===== src/rtl/vga_rect_pkg.sv =====
// Shared constants, register map and FSM state type for the rectangle controller.
package vga_rect_pkg;

    localparam int unsigned H_ACTIVE_DEFAULT = 640;
    localparam int unsigned V_ACTIVE_DEFAULT = 480;

    localparam logic [2:0] ADDR_CTRL   = 3'd0;
    localparam logic [2:0] ADDR_XPOS   = 3'd1;
    localparam logic [2:0] ADDR_YPOS   = 3'd2;
    localparam logic [2:0] ADDR_SIZE   = 3'd3;
    localparam logic [2:0] ADDR_VEL    = 3'd4;
    localparam logic [2:0] ADDR_STATUS = 3'd5;

    localparam int unsigned CTRL_AUTO = 0;
    localparam int unsigned CTRL_SHOW = 1;

    typedef enum logic [2:0] {
        StIdle,
        StCommit,
        StStepX,
        StStepY,
        StDone
    } state_e;

endpackage


===== src/rtl/rect_axis_step.sv =====
// One-axis bounce step: advance pos by delta in the current direction, reflecting at 0 and max.
module rect_axis_step #(
    parameter int unsigned COORD_W = 11
) (
    input  logic [COORD_W-1:0] pos_i,
    input  logic [3:0]         delta_i,
    input  logic               dir_i,
    input  logic [COORD_W-1:0] max_i,
    output logic [COORD_W-1:0] pos_o,
    output logic               dir_o
);

    logic [COORD_W-1:0] delta_ext;
    logic [COORD_W-1:0] sum;

    assign delta_ext = COORD_W'(delta_i);
    assign sum       = pos_i + delta_ext;

    always_comb begin
        pos_o = pos_i;
        dir_o = dir_i;
        // A zero delta freezes the axis, including its direction.
        if (delta_i != 4'd0) begin
            if (!dir_i) begin
                if (sum >= max_i) begin
                    pos_o = max_i;
                    dir_o = 1'b1;
                end else begin
                    pos_o = sum;
                end
            end else begin
                if (pos_i <= delta_ext) begin
                    pos_o = '0;
                    dir_o = 1'b0;
                end else begin
                    pos_o = pos_i - delta_ext;
                end
            end
        end
    end

endmodule


===== src/rtl/vga_rect_ctrl.sv =====
// Rectangle bounds controller: CPU shadow registers committed to live bounds once per frame,
// with optional per-frame bounce animation.
module vga_rect_ctrl import vga_rect_pkg::*; #(
    parameter int unsigned H_ACTIVE = H_ACTIVE_DEFAULT,
    parameter int unsigned V_ACTIVE = V_ACTIVE_DEFAULT,
    parameter int unsigned COORD_W  = 11
) (
    input  logic               CLOCK_50,
    input  logic               RESET,
    input  logic               VGA_VS,
    input  logic               wr_en,
    input  logic               rd_en,
    input  logic [2:0]         addr,
    input  logic [31:0]        wr_data,
    output logic [31:0]        rd_data,
    output logic [COORD_W-1:0] x1,
    output logic [COORD_W-1:0] x2,
    output logic [COORD_W-1:0] y1,
    output logic [COORD_W-1:0] y2,
    output logic               frame_irq
);

    state_e             state_q, state_d;
    logic               vs_q, vs_d, vs_prev_q, vs_prev_d;
    logic [1:0]         sh_ctrl_q, sh_ctrl_d;
    logic [COORD_W-1:0] sh_x_q, sh_x_d, sh_y_q, sh_y_d;
    logic [7:0]         sh_w_q, sh_w_d, sh_h_q, sh_h_d;
    logic [3:0]         sh_dx_q, sh_dx_d, sh_dy_q, sh_dy_d;
    logic               dirty_x_q, dirty_x_d, dirty_y_q, dirty_y_d;
    logic               lv_show_q, lv_show_d;
    logic [COORD_W-1:0] lv_x_q, lv_x_d, lv_y_q, lv_y_d;
    logic [7:0]         lv_w_q, lv_w_d, lv_h_q, lv_h_d;
    logic [3:0]         lv_dx_q, lv_dx_d, lv_dy_q, lv_dy_d;
    logic               dir_x_q, dir_x_d, dir_y_q, dir_y_d;
    logic [15:0]        frame_cnt_q, frame_cnt_d;
    logic [31:0]        rd_data_q, rd_data_d;
    logic               frame_irq_q, frame_irq_d;
    logic [COORD_W-1:0] x1_q, x1_d, x2_q, x2_d, y1_q, y1_d, y2_q, y2_d;

    logic               frame_event;
    logic [COORD_W-1:0] h_lim, v_lim;
    logic [COORD_W-1:0] xmax_sh, ymax_sh, xmax_lv, ymax_lv;
    logic [COORD_W-1:0] commit_x, commit_y;
    logic [COORD_W-1:0] step_x_pos, step_y_pos;
    logic               step_x_dir, step_y_dir;
    logic               unused_wr_hi;

    assign unused_wr_hi = ^wr_data[31:16];
    assign frame_event  = vs_prev_q & ~vs_q;

    assign h_lim    = COORD_W'(H_ACTIVE - 1);
    assign v_lim    = COORD_W'(V_ACTIVE - 1);
    // Commit clamps against the incoming size; stepping uses the live size.
    assign xmax_sh  = h_lim - COORD_W'(sh_w_q);
    assign ymax_sh  = v_lim - COORD_W'(sh_h_q);
    assign xmax_lv  = h_lim - COORD_W'(lv_w_q);
    assign ymax_lv  = v_lim - COORD_W'(lv_h_q);
    assign commit_x = dirty_x_q ? sh_x_q : lv_x_q;
    assign commit_y = dirty_y_q ? sh_y_q : lv_y_q;

    rect_axis_step #(
        .COORD_W(COORD_W)
    ) u_step_x (
        .pos_i  (lv_x_q),
        .delta_i(lv_dx_q),
        .dir_i  (dir_x_q),
        .max_i  (xmax_lv),
        .pos_o  (step_x_pos),
        .dir_o  (step_x_dir)
    );

    rect_axis_step #(
        .COORD_W(COORD_W)
    ) u_step_y (
        .pos_i  (lv_y_q),
        .delta_i(lv_dy_q),
        .dir_i  (dir_y_q),
        .max_i  (ymax_lv),
        .pos_o  (step_y_pos),
        .dir_o  (step_y_dir)
    );

    always_comb begin
        vs_d        = VGA_VS;
        vs_prev_d   = vs_q;
        state_d     = state_q;
        sh_ctrl_d   = sh_ctrl_q;
        sh_x_d      = sh_x_q;
        sh_y_d      = sh_y_q;
        sh_w_d      = sh_w_q;
        sh_h_d      = sh_h_q;
        sh_dx_d     = sh_dx_q;
        sh_dy_d     = sh_dy_q;
        dirty_x_d   = dirty_x_q;
        dirty_y_d   = dirty_y_q;
        lv_show_d   = lv_show_q;
        lv_x_d      = lv_x_q;
        lv_y_d      = lv_y_q;
        lv_w_d      = lv_w_q;
        lv_h_d      = lv_h_q;
        lv_dx_d     = lv_dx_q;
        lv_dy_d     = lv_dy_q;
        dir_x_d     = dir_x_q;
        dir_y_d     = dir_y_q;
        frame_cnt_d = frame_cnt_q;
        rd_data_d   = rd_data_q;
        frame_irq_d = 1'b0;
        x1_d        = x1_q;
        x2_d        = x2_q;
        y1_d        = y1_q;
        y2_d        = y2_q;

        unique case (state_q)
            StIdle: begin
                if (frame_event) state_d = StCommit;
            end
            StCommit: begin
                lv_show_d = sh_ctrl_q[CTRL_SHOW];
                lv_w_d    = sh_w_q;
                lv_h_d    = sh_h_q;
                lv_dx_d   = sh_dx_q;
                lv_dy_d   = sh_dy_q;
                lv_x_d    = (commit_x > xmax_sh) ? xmax_sh : commit_x;
                lv_y_d    = (commit_y > ymax_sh) ? ymax_sh : commit_y;
                dirty_x_d = 1'b0;
                dirty_y_d = 1'b0;
                state_d   = sh_ctrl_q[CTRL_AUTO] ? StStepX : StDone;
            end
            StStepX: begin
                lv_x_d  = step_x_pos;
                dir_x_d = step_x_dir;
                state_d = StStepY;
            end
            StStepY: begin
                lv_y_d  = step_y_pos;
                dir_y_d = step_y_dir;
                state_d = StDone;
            end
            StDone: begin
                if (lv_show_q) begin
                    x1_d = lv_x_q;
                    x2_d = lv_x_q + COORD_W'(lv_w_q) + COORD_W'(1);
                    y1_d = lv_y_q;
                    y2_d = lv_y_q + COORD_W'(lv_h_q) + COORD_W'(1);
                end else begin
                    x1_d = '0;
                    x2_d = '0;
                    y1_d = '0;
                    y2_d = '0;
                end
                frame_cnt_d = frame_cnt_q + 16'd1;
                frame_irq_d = 1'b1;
                state_d     = StIdle;
            end
            default: state_d = StIdle;
        endcase

        // Bus writes come after the FSM so a write during commit re-arms its dirty flag.
        if (wr_en) begin
            case (addr)
                ADDR_CTRL: sh_ctrl_d = wr_data[1:0];
                ADDR_XPOS: begin
                    sh_x_d    = wr_data[COORD_W-1:0];
                    dirty_x_d = 1'b1;
                end
                ADDR_YPOS: begin
                    sh_y_d    = wr_data[COORD_W-1:0];
                    dirty_y_d = 1'b1;
                end
                ADDR_SIZE: begin
                    sh_w_d = (wr_data[7:0] == 8'd0) ? 8'd1 : wr_data[7:0];
                    sh_h_d = (wr_data[15:8] == 8'd0) ? 8'd1 : wr_data[15:8];
                end
                ADDR_VEL: begin
                    sh_dx_d = wr_data[3:0];
                    sh_dy_d = wr_data[7:4];
                end
                default: ;
            endcase
        end

        if (rd_en) begin
            case (addr)
                ADDR_CTRL:   rd_data_d = {30'd0, sh_ctrl_q};
                ADDR_XPOS:   rd_data_d = 32'(lv_x_q);
                ADDR_YPOS:   rd_data_d = 32'(lv_y_q);
                ADDR_SIZE:   rd_data_d = {16'd0, sh_h_q, sh_w_q};
                ADDR_VEL:    rd_data_d = {24'd0, sh_dy_q, sh_dx_q};
                ADDR_STATUS: rd_data_d = {14'd0, dir_y_q, dir_x_q, frame_cnt_q};
                default:     rd_data_d = 32'd0;
            endcase
        end
    end

    always_ff @(posedge CLOCK_50) begin
        if (RESET) begin
            state_q     <= StIdle;
            vs_q        <= 1'b0;
            vs_prev_q   <= 1'b0;
            sh_ctrl_q   <= '0;
            sh_x_q      <= '0;
            sh_y_q      <= '0;
            sh_w_q      <= 8'd1;
            sh_h_q      <= 8'd1;
            sh_dx_q     <= '0;
            sh_dy_q     <= '0;
            dirty_x_q   <= 1'b0;
            dirty_y_q   <= 1'b0;
            lv_show_q   <= 1'b0;
            lv_x_q      <= '0;
            lv_y_q      <= '0;
            lv_w_q      <= 8'd1;
            lv_h_q      <= 8'd1;
            lv_dx_q     <= '0;
            lv_dy_q     <= '0;
            dir_x_q     <= 1'b0;
            dir_y_q     <= 1'b0;
            frame_cnt_q <= '0;
            rd_data_q   <= '0;
            frame_irq_q <= 1'b0;
            x1_q        <= '0;
            x2_q        <= '0;
            y1_q        <= '0;
            y2_q        <= '0;
        end else begin
            state_q     <= state_d;
            vs_q        <= vs_d;
            vs_prev_q   <= vs_prev_d;
            sh_ctrl_q   <= sh_ctrl_d;
            sh_x_q      <= sh_x_d;
            sh_y_q      <= sh_y_d;
            sh_w_q      <= sh_w_d;
            sh_h_q      <= sh_h_d;
            sh_dx_q     <= sh_dx_d;
            sh_dy_q     <= sh_dy_d;
            dirty_x_q   <= dirty_x_d;
            dirty_y_q   <= dirty_y_d;
            lv_show_q   <= lv_show_d;
            lv_x_q      <= lv_x_d;
            lv_y_q      <= lv_y_d;
            lv_w_q      <= lv_w_d;
            lv_h_q      <= lv_h_d;
            lv_dx_q     <= lv_dx_d;
            lv_dy_q     <= lv_dy_d;
            dir_x_q     <= dir_x_d;
            dir_y_q     <= dir_y_d;
            frame_cnt_q <= frame_cnt_d;
            rd_data_q   <= rd_data_d;
            frame_irq_q <= frame_irq_d;
            x1_q        <= x1_d;
            x2_q        <= x2_d;
            y1_q        <= y1_d;
            y2_q        <= y2_d;
        end
    end

    assign rd_data   = rd_data_q;
    assign frame_irq = frame_irq_q;
    assign x1        = x1_q;
    assign x2        = x2_q;
    assign y1        = y1_q;
    assign y2        = y2_q;

endmodule


===== config.mk =====
export PLATFORM = sky130hd
export DESIGN_NAME = vga_rect_ctrl
export DESIGN_NICKNAME = d
export VERILOG_FILES = /design/src/rtl/vga_rect_pkg.sv /design/src/rtl/rect_axis_step.sv /design/src/rtl/vga_rect_ctrl.sv
export SDC_FILE = /design/constraint.sdc
export NUM_CORES = 1
export LEC_CHECK = 0
export BUFFER_PORTS_ARGS = -buffer_cell sky130_fd_sc_hd__buf_4
export CORE_MARGIN = 5
export CORE_UTILIZATION = 61
export DETAILED_ROUTE_END_ITERATION = 8
export GPL_TIMING_DRIVEN = 0
export PLACE_DENSITY_LB_ADDON = 0.25
export SYNTH_ARGS = -nofsm -noshare
export SYNTH_HDL_FRONTEND = slang
export SYNTH_SLANG_ARGS = --single-unit

===== constraint.sdc =====
create_clock -name CLOCK_50 -period 6.6 [get_ports CLOCK_50]
set_clock_uncertainty 0.1 [all_clocks]
set_input_delay 0.66 -clock CLOCK_50 [delete_from_list [all_inputs] [get_ports CLOCK_50]]
set_output_delay 0.66 -clock CLOCK_50 [all_outputs]
set_load 0.02 [all_outputs]

==> impl_metrics.env <==
export IMPL_rr_endpoint="lv_y_q[4]"
export IMPL_synth_edf_count=0
export IMPL_worst_setup_path_end_kind="register"
export IMPL_vias_per_cell=6.29
export IMPL_max_freq_mhz=240
export IMPL_root_buffer="clkbuf_16"
export IMPL_drv_cap=0
export IMPL_ys_warn_count=0
export IMPL_diodes=0
export IMPL_place_hpwl_mm=26.8
export IMPL_cts_max_level=4
export IMPL_drive_gt1_share_pct=13.4
export IMPL_dieArea_um2=20900
export IMPL_worstPathMaxFanout=9
export IMPL_dr_pass1_iters=6
export IMPL_power_leakage_nw=5.17
export IMPL_io_pins=117
export IMPL_gp_congestion=0.971
export IMPL_setup_tns_ps=0
export IMPL_cts_made_buffers=17
export IMPL_min_period_ps=4160
export IMPL_min_from="sh_x_q[9]"
export IMPL_grt_total_usage_pct=34.4
export IMPL_worst_pin_slew_ps=1020
export IMPL_fin_util_pct=70.9
export IMPL_fin_nets=1616
export IMPL_synth_seq_area_share_pct=33.1
export IMPL_ys_top_cells_by_area="dfxtp_1 (33%), ha_1 (8.2%), nand2_1 (7.3%), a21oi_1 (7.1%), nor2_1 (3.5%)"
export IMPL_vias=10945
export IMPL_synthArstFlopShare_pct=0
export IMPL_yosys_area_top_type="dfxtp_1"
export IMPL_clk_pin_slew_ps=70
export IMPL_cts_repair_resize_count=0
export IMPL_grt_pass1_vias=10378
export IMPL_ant_nets=0
export IMPL_post_route_drc_count=0
export IMPL_rsz0062_at_grt="false"
export IMPL_status="finished, final reports clean"
export IMPL_antenna_found_initial=0
export IMPL_ys_ff_latch=183
export IMPL_synth_ff_type="dfxtp_1"
export IMPL_ir_drop_v=0.000202
export IMPL_drtIter0Drc=955
export IMPL_maxSlewHeadroom_pct=31.6
export IMPL_worstSkewPairLatency_ps=440
export IMPL_hold_viol_final=0
export IMPL_numPortBuffers=83
export IMPL_die_h_um=145
export IMPL_die_w_um=145
export IMPL_post_cts_buffers=0
export IMPL_worst_ep_required_time_ps=6810
export IMPL_syn_area_um2=11100
export IMPL_worstHoldEndpoint="sh_x_q[9]"
export IMPL_synth_commonest_cells="nand2_1 (214), dfxtp_1 (183), a21oi_1 (158)"
export IMPL_crit_path_start="lv_y_q[2]"
export IMPL_grt_max_degree=17
export IMPL_yosysMostFrequentCell="nand2_1"
export IMPL_rr_worst_depth=14
export IMPL_finalSetupViolCount=0
export IMPL_synth_top_area_share_pct=33.1
export IMPL_ctsLongestPathBuffers=2
export IMPL_hold_class="register to register"
export IMPL_tritoncts="built"
export IMPL_wl_mm=35.7
export IMPL_synthCells=1382
export IMPL_ys_types=86
export IMPL_fp_row_count=49
export IMPL_initial_utilization_pct=61.9
export IMPL_clock_sinks=183
export IMPL_wl_per_cell_um=20.6
export IMPL_hold_buffers=0
export IMPL_arrival_ps=4370
export IMPL_period_share_pct=63.0
export IMPL_grt_pass1_wl_mm=55.8
export IMPL_fillers=1483
export IMPL_reg2reg_setup_slack_ps=2440
export IMPL_crit_path_start_kind="register"
export IMPL_syn_area_per_cell_um2=8.01
export IMPL_maxSlewViolCount=0
export IMPL_placed_cell_area_um2=12000
export IMPL_area_growth_pct=14.6
export IMPL_min_path_cells=2
export IMPL_post_route_cell_area_um2=12700
export IMPL_power_density_nw_per_um2=195
export IMPL_core_um2=17900
export IMPL_path_class="register to register"
export IMPL_grt_ovfl_total=0
export IMPL_timing_rr_start="lv_y_q[2]"
cells by family (layout without fill, tap and decap cells):
| kind of cell | Yosys count | after routing | synth area share [%] |
|---|---|---|---|
| AO/OA/AOI/OAI | 355 | 355 | 20.0 |
| XOR/XNOR | 56 | 56 | 4.43 |
| adder cells (fa/ha/maj) | 79 | 79 | 9.33 |
| buffers and inverters | 140 | 255 | 6.15 |
| flip-flops | 183 | 183 | 33.1 |
| multiplexers | 55 | 55 | 5.27 |
| other | 1 | 14 | 0.0339 |
| AND/OR/NAND/NOR | 513 | 513 | 21.7 |
state kept, by name, indices dropped and copies added (netlist names), 4 cells and up:
| name | flops |
|---|---|
| lv_y_q | 11 |
| lv_dx_q | 4 |
| rd_data | 18 |
| sh_y_q | 11 |
| lv_h_q | 8 |
| x2 | 11 |
| sh_x_q | 11 |
| y1 | 11 |
| lv_dy_q | 4 |
| y2 | 11 |
| lv_x_q | 11 |
| x1 | 11 |
| sh_dy_q | 4 |
| lv_w_q | 8 |
| sh_h_q | 8 |
| sh_dx_q | 4 |
| sh_w_q | 8 |
| frame_cnt_q | 16 |
report_power, final:
| group | internal (mW) | switching, mW |
|---|---|---|
| Combinational | 0.0691 | 0.131 |
| Sequential | 1.12 | 0.0170 |
| Clock | 0.672 | 0.467 |
critical path, cell delays in order (launching register included):
cell and delay, ps:
dfxtp_1 650, ha_1 330, buf_6 140, nand2b_4 150, a221oi_4 380, nand2_1 120, xnor2_1 180, ha_1 310
nand4_1 130, a21oi_1 140, nor3_1 60, o21ai_0 510, a21oi_2 210, mux2i_1 180, a2111oi_1 430
layout by cell type, fill, tap and decap left out, types with 7 or more instances in the layout:
cell type	n
a211oi_1	19
a21o_1	7
a21oi_1	158
a22oi_1	10
a31oi_1	10
and3_1	11
buf_1	7
buf_2	7
buf_4	99
clkbuf_1	61
clkbuf_16	17
clkbuf_8	9
conb_1	14
dfxtp_1	183
ha_1	73
inv_1	39
mux2_2	23
mux2i_1	31
nand2_1	214
nand2b_1	17
nand3_1	55
nand3b_1	13
nand4_1	13
nor2_1	102
nor2b_1	18
nor3_1	24
o211ai_1	14
o21ai_0	66
or2_2	7
or3_1	10
xnor2_1	23
xor2_1	33
per-stage QoR:
stage / instances / hold WS [ps] / setup WS [ps] / total power, mW
detailed placement: 1707 / 341 / 2550 / 1.35
finish: 1739 / 356 / 2440 / 2.47
global placement: 1707 / 329 / 2530 / 1.35
floorplan: 1395 / 316 / 3270 / 1.28
global route: 1739 / 374 / 2160 / 2.54
CTS: 1739 / 354 / 2520 / 2.46
how the worst max path moves through the flow:
| stage | endpoint | slack, ps | cells after the start |
|---|---|---|---|
| detailed placement | lv_y_q[4] | 2550 | 14 |
| global route | lv_y_q[3] | 2160 | 14 |
| floorplan | lv_x_q[2] | 3270 | 15 |
| finish | lv_y_q[4] | 2440 | 14 |
| CTS | lv_y_q[4] | 2520 | 14 |
| global placement | lv_y_q[3] | 2530 | 14 |
layer usage:
layer	part of all wire (%)	global-route usage (%)
met1	41	46.7
met2	43	52.4
met3	11	7.79
met4	4.6	15.6
met5	0	0
final cells by class:
cell class              instances  area [um^2]  share of cell area [%]
flip-flops and latches        183         3660                    28.9
repair buffers                 83          623                    4.91
clock inverters                12          188                    1.48
well taps                     229          287                    2.26
inverters                      39          146                    1.15
multi-input cells            1072         6780                    53.4
clock buffers                  20          467                    3.68
plain buffers                 101          534                    4.21
Power figures use the tool's default switching activity.
